==> src/rtl/ram_port_master.sv <==
// CPU-side initiator for one RAM read channel and one RAM write channel.
// Turns a single valid/ready load/store into a one-cycle size pulse, waits for is_ready, and returns extended data.
module ram_port_master #(
    parameter int TIMEOUT_CYCLES = 255
) (
    input  logic        clk,
    input  logic        reset,
    input  logic        req_valid,
    output logic        req_ready,
    input  logic        req_write,
    input  logic [1:0]  req_size,
    input  logic        req_signed,
    input  logic [31:0] req_addr,
    input  logic [31:0] req_wdata,
    output logic        resp_valid,
    output logic [31:0] resp_rdata,
    output logic        resp_error,
    output logic [31:0] rd_address,
    output logic [1:0]  rd_sig_read,
    input  logic [31:0] rd_data,
    input  logic        rd_is_ready,
    output logic [31:0] wr_address,
    output logic [1:0]  wr_sig_write,
    output logic [31:0] wr_data,
    input  logic        wr_is_ready
);

    localparam int CW = $clog2(TIMEOUT_CYCLES + 1);
    localparam logic [CW-1:0] CNT_LAST = CW'(TIMEOUT_CYCLES - 1);

    typedef enum logic [2:0] {
        S_IDLE, S_ISSUE, S_GUARD, S_WAIT, S_DRAIN, S_RESP
    } state_t;

    state_t state, state_n;

    logic          write_q, write_n;
    logic [1:0]    size_q, size_n;
    logic          signed_q, signed_n;
    logic          err_q, err_n;
    logic [31:0]   rdata_q, rdata_n;
    logic [CW-1:0] cnt, cnt_n;

    logic          req_ready_n, resp_valid_n, resp_error_n;
    logic [31:0]   resp_rdata_n;
    logic [31:0]   rd_address_n, wr_address_n, wr_data_n;
    logic [1:0]    rd_sig_read_n, wr_sig_write_n;

    logic accept, sel_ready, timeout;

    assign accept    = req_valid && req_ready;
    // Only the channel the request was issued on is ever consulted.
    assign sel_ready = write_q ? wr_is_ready : rd_is_ready;
    assign timeout   = (cnt == CNT_LAST);

    function automatic logic [31:0] extend(input logic [31:0] d, input logic [1:0] sz, input logic sg);
        case (sz)
            2'd1:    extend = {{24{sg & d[7]}}, d[7:0]};
            2'd2:    extend = {{16{sg & d[15]}}, d[15:0]};
            default: extend = d;
        endcase
    endfunction

    // NOTE: async reset covers every flop, including the captured read data, so no X can reach resp_rdata.
    always_ff @(posedge clk or posedge reset) begin
        if (reset) begin
            state        <= S_IDLE;
            write_q      <= 1'b0;
            size_q       <= 2'd0;
            signed_q     <= 1'b0;
            err_q        <= 1'b0;
            rdata_q      <= '0;
            cnt          <= '0;
            req_ready    <= 1'b1;
            resp_valid   <= 1'b0;
            resp_error   <= 1'b0;
            resp_rdata   <= '0;
            rd_address   <= '0;
            rd_sig_read  <= 2'd0;
            wr_address   <= '0;
            wr_sig_write <= 2'd0;
            wr_data      <= '0;
        end else begin
            // NOTE: non-blocking so every register samples pre-edge values regardless of statement order.
            state        <= state_n;
            write_q      <= write_n;
            size_q       <= size_n;
            signed_q     <= signed_n;
            err_q        <= err_n;
            rdata_q      <= rdata_n;
            cnt          <= cnt_n;
            req_ready    <= req_ready_n;
            resp_valid   <= resp_valid_n;
            resp_error   <= resp_error_n;
            resp_rdata   <= resp_rdata_n;
            rd_address   <= rd_address_n;
            rd_sig_read  <= rd_sig_read_n;
            wr_address   <= wr_address_n;
            wr_sig_write <= wr_sig_write_n;
            wr_data      <= wr_data_n;
        end
    end

    always_comb begin
        // NOTE: default first so no path through the case leaves state_n unassigned (no latch).
        state_n = state;
        case (state)
            S_IDLE:  if (accept) state_n = (req_size == 2'd0) ? S_RESP : S_ISSUE;
            S_ISSUE: state_n = S_GUARD;
            S_GUARD: state_n = S_WAIT;
            S_WAIT: begin
                if (sel_ready)    state_n = S_RESP;
                else if (timeout) state_n = S_DRAIN;
            end
            S_DRAIN: if (sel_ready) state_n = S_IDLE;
            S_RESP:  state_n = S_IDLE;
            default: state_n = S_IDLE;
        endcase
    end

    always_comb begin
        write_n        = write_q;
        size_n         = size_q;
        signed_n       = signed_q;
        err_n          = err_q;
        rdata_n        = rdata_q;
        cnt_n          = cnt;
        req_ready_n    = (state_n == S_IDLE);
        resp_valid_n   = 1'b0;
        resp_error_n   = 1'b0;
        resp_rdata_n   = resp_rdata;
        rd_address_n   = rd_address;
        rd_sig_read_n  = rd_sig_read;
        wr_address_n   = wr_address;
        wr_sig_write_n = wr_sig_write;
        wr_data_n      = wr_data;
        case (state)
            S_IDLE: begin
                if (accept) begin
                    write_n  = req_write;
                    size_n   = req_size;
                    signed_n = req_signed;
                    err_n    = (req_size == 2'd0);
                    if (req_size != 2'd0) begin
                        if (req_write) begin
                            wr_sig_write_n = req_size;
                            wr_address_n   = req_addr;
                            wr_data_n      = req_wdata;
                        end else begin
                            rd_sig_read_n = req_size;
                            rd_address_n  = req_addr;
                        end
                    end
                end
            end
            S_ISSUE: begin
                // The responder latches on the 0 -> nonzero edge, so the size code lives for one cycle.
                if (write_q) wr_sig_write_n = 2'd0;
                else         rd_sig_read_n  = 2'd0;
            end
            S_GUARD: cnt_n = '0;
            S_WAIT: begin
                if (sel_ready) begin
                    if (!write_q) rdata_n = rd_data;
                end else if (timeout) begin
                    err_n        = 1'b1;
                    resp_valid_n = 1'b1;
                    resp_error_n = 1'b1;
                    resp_rdata_n = '0;
                end else begin
                    cnt_n = cnt + 1'b1;
                end
            end
            S_RESP: begin
                resp_valid_n = 1'b1;
                resp_error_n = err_q;
                resp_rdata_n = (err_q || write_q) ? 32'd0 : extend(rdata_q, size_q, signed_q);
            end
            default: ;
        endcase
    end

endmodule
==> config.mk <==
export PLATFORM = sky130hd
export DESIGN_NAME = ram_port_master
export DESIGN_NICKNAME = d
export VERILOG_FILES = /design/src/rtl/ram_port_master.sv
export SDC_FILE = /design/constraint.sdc
export NUM_CORES = 1
export LEC_CHECK = 0
export ABC_AREA = 1
export ABC_CLOCK_PERIOD_IN_PS = 6600
export CORE_MARGIN = 8
export CORE_UTILIZATION = 42
export CTS_CLUSTER_DIAMETER = 80
export DETAILED_ROUTE_END_ITERATION = 10
export HOLD_SLACK_MARGIN = 0.08
export PLACE_DENSITY = 0.77
export SYNTH_ARGS = -nofsm -noshare
export SYNTH_HDL_FRONTEND = slang
export SYNTH_SLANG_ARGS = --single-unit
==> constraint.sdc <==
create_clock -name clk -period 6.6 [get_ports clk]
set_input_delay 1.32 -clock clk [delete_from_list [all_inputs] [get_ports clk]]
set_output_delay 1.32 -clock clk [all_outputs]
set_load 0.02 [all_outputs]
* After elaboration in Yosys (flattened, before gate mapping)
Cells that the tools add are included.
** Storage, ports and cells
- Latch bits :: 0
- Flip-flop bits (word level) :: 183
- Output and inout bits :: 135
- Bits in writable memories :: 0
- Memories :: 0
- Bits in read-only memories :: 0
- Bits of input ports :: 105
** Cells by class
- $add $sub $neg :: 1
- Div/mod/pow operators :: 0
- Equal/unequal tests :: 17
- $mul :: 0
- Magnitude comparators :: 0
- Bitwise gates (word level) :: 4
- Reductions and logical operators :: 19
- Multiplexer cells :: 33
- Shift operators :: 0
** Operators with widths (number)
- 32-bit case mux with 2 select lines :: 2
- 32-bit two-way mux :: 3
- 2-bit inequality test (second input constant) :: 9
- 2-bit two-way mux :: 8
- 8-bit two-way mux :: 2
- 8-bit case mux with 2 select lines :: 1
- 3-bit two-way mux :: 5
- 3-bit case mux with 5 select lines :: 1
- 4-bit AND reduction :: 3
- 5-bit AND reduction :: 2
- 2-bit nonzero test :: 5
- 3-bit AND reduction :: 3
- 8-bit by 1-bit adder with 8-bit output (second input constant) :: 1
- 8-bit == test (second input constant) :: 1
- 2-bit case mux with 2 select lines :: 2
- 3-bit by 2-bit == test with 1-bit output (second input constant) :: 2
- 3-bit == test (second input constant) :: 2
- 3-bit zero test :: 2
- 1-bit two-way mux :: 6
- 1-bit case mux with 2 select lines :: 3
- 3-bit by 1-bit == test with 1-bit output (second input constant) :: 1
- 1-bit AND :: 2
- 2-bit by 1-bit == test with 1-bit output (second input constant) :: 1
- 2-bit == test (second input constant) :: 1
- other kinds (5) :: 6

* Depth between registers and ports, before layout
Gate-level depths: netlist of run 1.
- Word-level depth :: 5
- Mapped depth :: 10
- Mapped depth without buffers :: 9

* Worst setup path after synthesis of run 1
Ideal clock, no wire load.
- Path type :: input-to-reg
- Start :: input port req_size[0]
- End :: register rd_address[10]
- Slack :: 4.297 ns
- Stages on the path :: 5
- Data arrival time :: 2.172 ns
- Setup time :: 0.130 ns
- Path buffers :: 1
- Cell sequence :: nor2_1 -> nor2_4 -> nand2_2 -> clkbuf_1 -> o21ai_1
** Between the ends
- Longest elaborated chain between the ends :: 2
** RTL lines
- start, declared :: RTL line 11 : input logic [1:0] req_size,
- 2-bit nonzero test :: RTL line 144 : if (req_size != 2'd0) begin
- 4-bit AND reduction (no source line)
- end signal, assigned :: RTL line 96 : rd_address <= rd_address_n;
- end, declared :: RTL line 18 : output logic [31:0] rd_address,
No other way between the ends.
A chain may end at the register's enable or synchronous reset.

* Worst setup path after layout of run 1
- Start :: input port req_size[0]
- End :: register rd_address[8]
The elaborated chain is that of the path after synthesis.

==> results.py, run 1 <==
metrics = {
    "status": {
        "status": "complete, no violations",
    },
    "power_and_ir_drop": {
        "ir_drop_uv": 227.1,
        "report.power.total_mw": 4.862,
        "p_leak_nw": 5.070,
        "power.density_nw_per_um2": 464.7,
    },
    "place": {
        "place_ws_ps": 2591,
        "post_dp_cell_area_um2": 9899,
        "hpwlAfterDp_mm": 14.10,
        "io_buffers": 239,
        "routabilityCongestion": 0.8126,
    },
    "clock_tree": {
        "ctsHtreeMaxLevel": 4,
        "cts_setup_buffers": 0,
        "cts_tree": "built",
        "cts_made_buffers": 17,
        "cts_root_buffer": "clkbuf_16",
        "clockBufferDepth": 2,
        "post_cts_resized": 0,
        "path_clk_slew_ps": 70,
        "cts_hold_buf": 0,
        "insertion_delay_ps": 420,
        "clock-sinks": 183,
    },
    "logic_synthesis": {
        "netlist_area_um2": 7351,
        "synth_warnings": 0,
        "synthArstFlopShare": 1.000,
        "synth_cells": 783,
        "synth.avg_cell_area_um2": 9.388,
        "synth_nets": 892,
        "ys.flop_type": "dfrtp_1",
        "ys_ff_latch": 183,
        "synth_cell_type_count": 25,
        "yosysSeqAreaShare": 0.6231,
        "synth_edf_count": 0,
    },
    "grt": {
        "grt_pass1_wl_mm": 31.44,
        "antenna_found_initial": 0,
        "gr-total-overflow": 0,
        "top_usage_layer": "met2",
        "gr-usage-met1": 0.2298,
        "grtUsageTotal": 0.1786,
        "grt_use_met2": 0.2920,
        "grt_util_met3": 0.04710,
        "grt_pass1_vias": 5923,
        "grt_max_degree": 184,
    },
    "worst_setup_path": {
        "start_kind": "input pin",
        "critical_path_peak_fanout": 64,
        "cp.required_ps": 6860,
        "critPathKind": "in2reg",
        "cp-end-kind": "register",
        "worstPathArrival_ps": 3870,
        "r2r_slack_ps": 3800,
    },
    "timing": {
        "finalCritPeriodShare": 0.5458,
        "clock_skew_ps": 11.25,
        "hold_ws_ps": 470.2,
        "slew_viol_final": 0,
        "tns_ps": 0,
        "setup_viol": 0,
        "relSlewSlack": 0.2656,
        "hold_viol_final": 0,
        "rsz0062_at_grt": "false",
        "worst_pin_slew_ps": 1098,
        "fin_ws_ps": 2998,
        "clock.fmax_mhz": 277.6,
        "period_needed_ps": 3602,
    },
    "cells_and_area": {
        "final_cell_mix": "nand2_1, clkdlybuf4s50_1, dfrtp_1",
        "drive_gt1_frac": 0.04985,
        "nFillCells": 1438,
        "n_antenna_cell": 0,
        "multi_input_area_um2": 2361,
        "nets": 1119,
        "final_common_cell": "nand2_1",
        "final_area_um2": 10460,
        "seqCellArea_um2": 4581,
        "areaGrowthSynthToFinish_pct": 42.33,
    },
    "drt": {
        "vias": 6019,
        "ant_nets": 0,
        "viasPerCell": 4.823,
        "drc": 0,
        "dr.pass1.iters": 4,
        "drtIter0Drc": 345,
        "routed_wl_mm": 19.76,
        "post_drt_wl_per_cell_um": 15.83,
    },
    "floorplan": {
        "die_h_um": 148.3,
        "dieArea_um2": 21990,
        "start_util": 0.4280,
        "die_w_um": 148.3,
        "row_count": 48,
        "io_pins": 240,
        "coreArea_um2": 17180,
    },
    "job": {
        "cap_violations": 0,
    },
    "hold_path": {
        "hold_path.class": "reg2reg",
    },
}
[metal layers]
metal / routed length (µm) / part of all wire
met1: 8529 / 0.43
met2: 9526 / 0.48
met3: 1448 / 0.073
met4: 251 / 0.013
met5: 0 / 0
[where the power goes]
group / total [mW] / internal (mW) / switching (mW)
clock: 0.973 / 0.501 / 0.472
sequential: 1.84 / 1.59 / 0.251
combinational: 2.05 / 0.900 / 1.15
[synth_stat cells (all sizes together), types with 4 or more instances]
cell type  instances  area, µm²
o21ai             98      490.5
a21oi              8      40.04
nand3             52      260.3
dfrtp            182       4554
mux2              24      270.3
ha                 4      50.05
nor2              30      130.1
inv               65      244.0
nand4              4      25.02
buf               18      105.1
nand2            274       1041
clkbuf            16      60.06
[registers in the layout (all words and copies together), names as in the netlist, 3 cells and up]
name	cells
rdata_q	32
wr_data	32
resp_rdata	32
state	3
wr_address	32
rd_address	32
cnt	8
[worst max-delay path: stages]
cell and delay [ps]:
clkdlybuf4s50_1 510, nor2_1 120, nor2_4 660, nand2_2 840, nand2_1 280, o21ai_1 90
[worst paths after layout]
check                                            start                    endpoint  depth (start not counted)
worst min-delay path            wr_data[7]$_DFFE_PP0P_      wr_data[7]$_DFFE_PP0P_                          2
worst min register to register  wr_data[7]$_DFFE_PP0P_      wr_data[7]$_DFFE_PP0P_                          2
max in group asynchronous                        reset     wr_data[21]$_DFFE_PP0P_                          3
worst max-delay path                       req_size[0]   rd_address[8]$_DFFE_PP0P_                          6
min in group asynchronous                        reset  wr_address[10]$_DFFE_PP0P_                          3
worst max register to register      state[0]$_DFF_PP0_   rd_address[8]$_DFFE_PP0P_                          6
[cells by family (layout without fill, tap and decap cells)]
family,after synthesis,in the layout,synth area share
compound gates,109,109,0.07489
xor+xnor,3,3,0.003575
fa+ha+maj,4,4,0.006809
buf+inv,99,339,0.05566
flops,183,183,0.6231
mux,24,24,0.03677
simple gates,361,361,0.1991
[layout make-up]
cell class | instances | area share
Sequential cell | 183 | 0.4378
Inverter | 65 | 0.02380
Timing Repair Buffer | 242 | 0.2320
Clock buffer | 18 | 0.04102
Multi-Input combinational cell | 501 | 0.2257
Tap cell | 225 | 0.02691
Clock inverter | 14 | 0.01280
[stage by stage]
step,std cells,util
floorplan,783,-
global placement,1216,0.5763
detailed placement,1216,0.5763
CTS,1248,0.6091
global route,1248,0.6091
finish,1248,0.6091
Note: power is estimated with default switching activity, not from simulation.
==> run 2: changes to the inputs <==
--- a/config.mk
+++ b/config.mk
@@ -6,7 +6,7 @@
 export NUM_CORES = 1
 export LEC_CHECK = 0
 export ABC_AREA = 1
-export ABC_CLOCK_PERIOD_IN_PS = 6600
+export ABC_CLOCK_PERIOD_IN_PS = 3060
 export CORE_MARGIN = 8
 export CORE_UTILIZATION = 42
 export CTS_CLUSTER_DIAMETER = 80
==> constraint.sdc (replaced) <==
create_clock -name clk -period 3.06 [get_ports clk]
set_input_delay 0.612 -clock clk [delete_from_list [all_inputs] [get_ports clk]]
set_output_delay 0.612 -clock clk [all_outputs]
set_load 0.02 [all_outputs]
==> run 2 against run 1 <==
Net effect: final area grew 1.4%; final cell count grew 0.72%; via count grew 1.2%; sequential cell count is the same; highest routed layer unchanged.
==> results.py, run 2 (synthesis gave the netlist of run 1 again) <==
metrics = {
    "hold_path": {
        "hold_start": "wr_data[0]$_DFFE_PP0P_",
        "hold_path.class": "reg2reg",
        "hold_depth": 2,
        "hold-path-endpoint": "wr_data[0]$_DFFE_PP0P_",
    },
    "grt": {
        "grt_pass1_vias": 6038,
        "antenna_found_initial": 0,
        "gr-total-overflow": 0,
        "grtUsageTotal": 0.1808,
        "grt_pass1_wl_mm": 31.75,
        "grt_max_degree": 97,
    },
    "drt": {
        "dr.pass1.iters": 4,
        "drc": 0,
        "post_drt_wl_per_cell_um": 15.78,
        "vias": 6092,
        "viasPerCell": 4.846,
        "drtIter0Drc": 313,
        "routed_wl_mm": 19.84,
        "ant_nets": 0,
    },
    "cells_and_area": {
        "n_antenna_cell": 0,
        "drive_gt1_frac": 0.05717,
        "instances_no_fill": 1257,
        "fin_util": 0.6179,
        "final_area_um2": 10610,
        "nFillCells": 1422,
        "areaGrowthSynthToFinish_pct": 44.37,
        "final_cell_mix": "nand2_1, clkdlybuf4s50_1, dfrtp_1",
        "final_common_cell": "nand2_1",
        "nets": 1128,
    },
    "worst_setup_path": {
        "r2r_slack_ps": 930,
        "r2r_cells": 7,
        "worstPathArrival_ps": 2520,
        "cp_cell_sequence": "clkdlybuf4s50_1 -> nor2_1 -> nor2_4 -> nand2_2 -> buf_12 -> nand2_1 -> o21ai_1",
        "start_kind": "input pin",
        "crit_slowest_cell": "nor2_4",
        "critical_path_peak_fanout": 96,
        "worst_path_largest_cell_delay_ps": 650,
        "reg2reg_from": "state[0]$_DFF_PP0_",
        "cp.required_ps": 3350,
        "r2r_end": "wr_address[6]$_DFFE_PP0P_",
        "critPathKind": "in2reg",
        "cp-end-kind": "register",
    },
    "clock_tree": {
        "clock-sinks": 183,
        "path_clk_slew_ps": 70,
        "cts_tree": "built",
        "cts_setup_buffers": 0,
        "clockBufferDepth": 2,
        "post_cts_resized": 0,
        "insertion_delay_ps": 420,
        "cts_root_buffer": "clkbuf_16",
        "ctsHtreeMaxLevel": 4,
        "cts_hold_buf": 0,
        "cts_made_buffers": 17,
    },
    "place": {
        "routabilityCongestion": 0.8397,
        "numPlacedInstances": 1225,
        "post_dp_cell_area_um2": 10020,
        "hpwlAfterDp_mm": 14.71,
        "io_buffers": 239,
        "place_ws_ps": 436.3,
    },
    "timing": {
        "setup_viol": 0,
        "fin_ws_ps": 833.0,
        "clock_skew_ps": 9.938,
        "hold_viol_final": 0,
        "slew_viol_final": 0,
        "rsz0062_at_grt": "false",
        "clock.fmax_mhz": 449.0,
        "worst_pin_slew_ps": 807.5,
        "period_needed_ps": 2227,
        "finalCritPeriodShare": 0.7278,
        "relSlewSlack": 0.4604,
        "hold_ws_ps": 473.1,
        "tns_ps": 0,
    },
    "job": {
        "cap_violations": 0,
    },
    "status": {
        "status": "complete, no violations",
    },
    "floorplan": {
        "row_count": 48,
        "die_h_um": 148.3,
        "io_pins": 240,
        "die_w_um": 148.3,
        "dieArea_um2": 21990,
        "start_util": 0.4280,
        "coreArea_um2": 17180,
    },
    "power_and_ir_drop": {
        "power.density_nw_per_um2": 1002,
        "report.power.total_mw": 10.64,
        "ir_drop_uv": 463.7,
        "p_leak_nw": 5.143,
    },
}
## run 2: changes by cell type in the layout (fill, tap and decap cells not counted)
cell / before / now
clkbuf_1: 1 / 2
buf_4: 2 / 7
clkinv_2: 2 / 1
buf_12: 1 / 5
inv_8: 5 / 2
clkinvlp_4: 1 / 2
bufinv_16: 0 / 2
## run 2: where the power goes
part / leakage [nW] / internal [mW] / switching [mW]
Clock: 0.289 / 1.23 / 0.982
Sequential: 2.30 / 3.42 / 0.548
Combinational: 2.55 / 1.97 / 2.48
Total: 5.14 / 6.63 / 4.01
## run 2: final cells by class
type,count,area [µm²],area share
tap,225,281.5,0.02653
clock inverter,13,163.9,0.01544
multi-input combinational,501,2361,0.2225
clock buffer,19,432.9,0.04079
timing repair buffer,251,2545,0.2398
sequential,183,4581,0.4316
inverter,65,247.7,0.02334
## run 2: how the worst max path moves through the flow
stage               depth (start not counted)                start  slack [ps]                   endpoint
floorplan                                   1                reset         100         cnt[0]$_DFFE_PP0P_
global placement                            7          req_size[0]         470  wr_address[0]$_DFFE_PP0P_
detailed placement                          7          req_size[0]         440  wr_address[6]$_DFFE_PP0P_
CTS                                         1  req_ready$_DFF_PP1_         860                  req_ready
global route                                7          req_size[0]         720  wr_address[6]$_DFFE_PP0P_
finish                                      7          req_size[1]         830  wr_address[6]$_DFFE_PP0P_
## run 2: layer usage
metal  wire length (µm)  GRT usage
met5                  0          0
met4                332    0.05864
met3               1283    0.04406
met2               9725     0.3023
met1               8500     0.2260
## run 2: critical path: cells and delay by family
| kind | cells | cell delay [ps] |
|---|---|---|
| compound gates | 1 | 60 |
| simple gates | 4 | 1010 |
| buf+inv | 2 | 760 |
==> run 3: changes to the inputs <==
--- a/config.mk
+++ b/config.mk
@@ -6,13 +6,13 @@
 export NUM_CORES = 1
 export LEC_CHECK = 0
 export ABC_AREA = 1
-export ABC_CLOCK_PERIOD_IN_PS = 3060
+export ABC_CLOCK_PERIOD_IN_PS = 2240
 export CORE_MARGIN = 8
-export CORE_UTILIZATION = 42
+export CORE_UTILIZATION = 46
 export CTS_CLUSTER_DIAMETER = 80
 export DETAILED_ROUTE_END_ITERATION = 10
 export HOLD_SLACK_MARGIN = 0.08
-export PLACE_DENSITY = 0.77
+export PLACE_DENSITY = 0.8
 export SYNTH_ARGS = -nofsm -noshare
 export SYNTH_HDL_FRONTEND = slang
 export SYNTH_SLANG_ARGS = --single-unit
==> constraint.sdc (replaced) <==
create_clock -name clk -period 2.24 [get_ports clk]
set_input_delay 0.448 -clock clk [delete_from_list [all_inputs] [get_ports clk]]
set_output_delay 0.448 -clock clk [all_outputs]
set_load 0.02 [all_outputs]
==> run 3 against run 2 <==
Net effect: utilization grew 5.9 points; clock-buffer cell count grew 2; largest power group unchanged; sequential power grew 37%; register-to-register slack lost 610 ps; wire length grew 4.5%; power grew 37%; critical path depth shrank 6; first-iteration DRC count shrank 5.8%; non-clock buffer count grew 7.
==> results.py, run 3 (synthesis gave the netlist of run 1 again) <==
metrics = {
    "power_and_ir_drop": {
        "p_sw_mw": 5.538,
        "seq_power_share": 0.374,
        "power_frac_clock": 0.200,
        "combPwrFrac": 0.426,
        "ir_drop_uv": 742.4,
        "power.density_nw_per_um2": 1365,
        "p_leak_nw": 5.180,
        "p_sw_frac": 0.3802,
        "intPower_mw": 9.029,
    },
    "drt": {
        "dr.pass1.iters": 7,
        "drc": 0,
        "viasPerCell": 5.002,
        "ant_nets": 0,
        "vias": 6272,
        "routed_wl_mm": 20.73,
        "drtIter0Drc": 295,
        "post_drt_wl_per_cell_um": 16.53,
    },
    "place": {
        "numPlacedInstances": 1223,
        "hpwlAfterDp_mm": 15.26,
        "io_buffers": 239,
        "post_dp_cell_area_um2": 10090,
        "routabilityCongestion": 0.8369,
    },
    "worst_setup_path": {
        "critPathKind": "reg2out",
        "cp-end-kind": "output port",
        "start_kind": "register",
        "critical_path_peak_fanout": 2,
        "critPathBufInv": 1,
        "cp.required_ps": 1790,
        "worst_path_largest_cell_delay_ps": 600,
        "crit_slowest_cell": "clkdlybuf4s50_1",
        "worstPathArrival_ps": 1560,
        "cp_cell_sequence": "clkdlybuf4s50_1",
        "cp_top_family": "buffers and inverters",
    },
    "timing": {
        "worst_pin_slew_ps": 517.4,
        "clock.fmax_mhz": 498.2,
        "rsz0062_at_grt": "false",
        "period_needed_ps": 2007,
        "slew_viol_final": 0,
        "hold_viol_final": 0,
        "setup_viol": 0,
        "relSlewSlack": 0.6547,
        "clock_skew_ps": 17.69,
        "finalCritPeriodShare": 0.8961,
    },
    "grt": {
        "grt_pass1_vias": 6304,
        "grt_max_degree": 65,
        "grt_use_met2": 0.3451,
        "top_usage_layer": "met2",
        "grt_pass1_wl_mm": 33.04,
        "grtUsageTotal": 0.2080,
        "grt_util_met3": 0.05434,
        "gr-total-overflow": 0,
        "antenna_found_initial": 0,
        "gr-usage-met1": 0.2505,
    },
    "floorplan": {
        "row_count": 46,
        "die_h_um": 142.4,
        "io_pins": 240,
        "coreArea_um2": 15770,
        "die_w_um": 142.4,
        "dieArea_um2": 20280,
        "start_util": 0.4661,
    },
    "cells_and_area": {
        "nFillCells": 1224,
        "n_antenna_cell": 0,
        "final_common_cell": "nand2_1",
        "multi_input_area_um2": 2361,
        "final_area_um2": 10670,
        "areaGrowthSynthToFinish_pct": 45.16,
        "seqCellArea_um2": 4581,
        "drive_gt1_frac": 0.06262,
        "nets": 1135,
        "final_cell_mix": "nand2_1, clkdlybuf4s50_1, dfrtp_1",
        "fin_util": 0.6766,
        "instances_no_fill": 1254,
    },
    "hold_path": {
        "hold_path.class": "in2async",
    },
    "clock_tree": {
        "insertion_delay_ps": 430,
        "clockBufferDepth": 2,
        "cts_root_buffer": "clkbuf_16",
        "cts_setup_buffers": 0,
        "path_clk_slew_ps": 70,
        "cts_tree": "built",
        "cts_made_buffers": 17,
        "post_cts_resized": 0,
        "clock-sinks": 183,
        "cts_hold_buf": 0,
        "ctsHtreeMaxLevel": 4,
    },
    "job": {
        "cap_violations": 0,
    },
    "status": {
        "status": "complete, no violations",
    },
}
==> run 3: worst paths after layout <==
kind / start / endpoint / slack (ps) / cells past startpoint
worst min register to register: resp_rdata[21]$_DFFE_PP0P_ / resp_rdata[21]$_DFFE_PP0P_ / 470 / 2
worst min-delay path: reset / rdata_q[23]$_DFFE_PP0P_ / 300 / 2
worst max register to register: state[0]$_DFF_PP0_ / cnt[5]$_DFFE_PP0P_ / 320 / 6
worst max-delay path: req_ready$_DFF_PP1_ / req_ready / 230 / 1
max in group asynchronous: reset / req_ready$_DFF_PP1_ / 1360 / 3
min in group clk: resp_rdata[21]$_DFFE_PP0P_ / resp_rdata[21]$_DFFE_PP0P_ / 470 / 2
==> run 3: layer usage <==
metal	part of all wire	vias up
met1	0.40	3019
met5	0	-
li1	-	2980
met3	0.076	46
met2	0.49	227
met4	0.030	0
==> run 3: layout make-up <==
class	instances	share of cell area
clock inverters	10	0.01079
multi-input cells	501	0.2213
flip-flops and latches	183	0.4293
clock buffers	21	0.04315
well taps	216	0.02533
inverters	65	0.02322
repair buffers	258	0.2470
==> run 3: power by group through the flow <==
stage	Sequential [mW]	Combinational, mW	Clock [mW]
finish	5.45	6.20	2.91
global route	5.61	6.72	3.12
CTS	5.45	6.27	2.98
detailed placement	5.49	6.23	0
global placement	5.44	6.08	0
floorplan	6.60	2.03	0
==> run 3: metrics by stage <==
step | setup slack [ps] | setup TNS [ps] | hold slack [ps] | power (mW)
detailed placement | 244.2 | 0 | 457.0 | 11.72
finish | 232.8 | 0 | 302.6 | 14.57
global route | 112.1 | 0 | 291.2 | 15.45
CTS | 213.0 | 0 | 285.6 | 14.70
global placement | 302.6 | 0 | 449.8 | 11.51
floorplan | -557.7 | -101510 | 445.2 | 8.635
==> patch, RTL diff (settings of run 2) <==
Reset style: synchronous (`reset`), changed in one clocked block. Comments in the files are not updated.
--- a/src/rtl/ram_port_master.sv
+++ b/src/rtl/ram_port_master.sv
@@ -62,7 +62,7 @@
     endfunction
 
     // NOTE: async reset covers every flop, including the captured read data, so no X can reach resp_rdata.
-    always_ff @(posedge clk or posedge reset) begin
+    always_ff @(posedge clk) begin
         if (reset) begin
             state        <= S_IDLE;
             write_q      <= 1'b0;
Check against the original RTL: differs if reset is asserted again (counterexample within 4 cycles, from zero or initial values and one cycle with reset high); with reset held inactive, the same outputs for 4 cycles.
==> patch against run 2 <==
Routed wire length up 8.3%. Sequential cell count unchanged. Non-clock buffer count decreased by 6. Setup slack got worse by 0.047 ns. Synthesized area decreased by 5.8%. Count of clock-buffer cells in the layout is 1 lower. Cell area decreased by 5.3%. Sequential share of layout area is 6.7 points lower.
Power is not compared: it rests on default switching activity, and its combinational part moved more than twofold at a synthesized area within 25%.
==> patch: results (changes against run 2) <==
Run status
  • Status: completed

Global route
  • First-pass GRT wire length: 33.9 mm (+6.9%)
  • Largest net degree at the start of global routing: 110 (+13%)
  • Gr usage total: 20.9% (+2.8 points)
  • Vias in the first global route: 6443 (+6.7%)

STA
  • Worst clock skew: 0.0102 ns (+0.000239 ns)
  • Slew margin rel.: 53.9% (+7.9 points)

Worst setup path
  • Worst-path maximum fanout: 18 (-81%)
  • Worst Path Arrival: 2.56 ns (+0.04 ns)

Logic synthesis
  • Share of the yosys chip area belonging to registers: 52.9% (-9.4 points)
  • Synth Area in Adders: 0.723% (+0.042 points)
  • FFs w/ async S/R, synth: 0% (-100 points)
  • Distinct cells, synth: 30 (+20%)
  • Primary FF master, synth: dfxtp_1
  • Post-synthesis compound-gate area fraction: 15.6% (+8.2 points)
  • Top post-synthesis cells by area: dfxtp_1 53%, nor2_1 15%, o21ai_0 10%, nand2_1 5.7%, a21oi_1 3.3%
  • Post-synth top cells: 284 x nor2_1, 183 x dfxtp_1, 140 x o21ai_0
  • Xor/xnor share of the synthesized area: 0.126% (-0.23 points)
  • Synthesized net count: 1017 (+14%)
  • Mux contribution to synthesized area: 0% (-3.7 points)

Final layout
  • Share of cells above drive strength 1: 5.21% (-0.51 points)
  • Final net count: 1229 (+9.0%)
  • Fill cell count: 1500 (+5.5%)

Clock network
  • Post-CTS sizing: 0 (unchanged)
  • Worst-path clk slew: 0.07 ns (about the same)
  • CTS Hold Bufs: 0 (unchanged)

Place
  • Hpwl dp: 14.9 mm (+1.3%)
  • Pre-CTS setup slack: 0.519 ns (+0.0832 ns)
  • Gpl congestion: 0.859 (+2.3%)

Drt
  • DR WL/cell: 15.9 um (+0.64%)
  • Pre-antenna DRT Iters: 5 (+1)
  • Vias: 6684 (+9.7%)
  • Starting DRT DRC Count: 356 (+14%)

Hold path
  • Hold WC Path Type: register to register

Pwr
  • Peak VDD IR: roughly 0.47 mV
[patch: cell families (layout without fill, tap and decap cells)]
| kind of cell | count (synthesis) | after routing |
|---|---|---|
| adders and majority gates | 4 | 4 |
| AOI/OAI and AO/OA | 208 | 208 |
| buffers and inverters | 82 | 307 |
| DFF | 183 | 183 |
| and+or+nand+nor | 430 | 430 |
| xor gates and xnor gates | 1 | 1 |
[patch: stage by stage]
step           std cells  power (W)  area, um2
6_report            1353    0.00713      10100
5_1_grt             1353    0.00750      10100
4_1_cts             1353    0.00719      10100
3_5_place_dp        1321    0.00477       9400
3_3_place_gp        1321    0.00475       9400
2_1_floorplan        908    0.00390       6930
[patch: area by class of cell]
cell class | count | share of cell area (%)
multi-input combinational | 643 | 28.7
sequential | 183 | 36.4
timing repair buffer | 245 | 24.5
clock buffer | 18 | 4.27
tap | 220 | 2.74
inverter | 30 | 1.12
clock inverter | 14 | 2.19
[patch: worst max-delay path, stage by stage, from the launching register on]
cell      delay, ns
dfxtp_1        0.35
inv_1          0.08
ha_1           0.41
inv_2          0.32
nand3_1        0.57
o211ai_1       0.31
a21oi_1        0.09
[patch: final timing paths]
kind / startpoint / endpoint / slack [ns] / cells past startpoint
min: resp_rdata[13]$_SDFFE_PP0P_ / resp_rdata[13]$_SDFFE_PP0P_ / 0.46 / 2
min reg2reg: resp_rdata[13]$_SDFFE_PP0P_ / resp_rdata[13]$_SDFFE_PP0P_ / 0.46 / 2
max: size_q[0]$_SDFFE_PP0P_ / resp_rdata[26]$_SDFFE_PP0P_ / 0.79 / 6
max reg2reg: size_q[0]$_SDFFE_PP0P_ / resp_rdata[26]$_SDFFE_PP0P_ / 0.79 / 6
[patch: routing by layer]
layer	vias to the layer above	share of wire, %	GRT usage [%]
met1	3073	39	23.6
met4	0	2.9	8.98
met2	215	48	33.9
li1	3358	-	-
met5	-	0	0
met3	38	9.9	8.88
[patch: report_power, final]
| group | total (W) | switching (W) | internal [W] | leakage (nW) |
|---|---|---|---|---|
| combinational | 0.00189 | 0.00114 | 0.000749 | 2.09 |
| sequential | 0.00284 | 0.000170 | 0.00267 | 1.49 |
| clock | 0.00240 | 0.000944 | 0.00146 | 0.316 |
| total | 0.00713 | 0.00225 | 0.00488 | 3.89 |
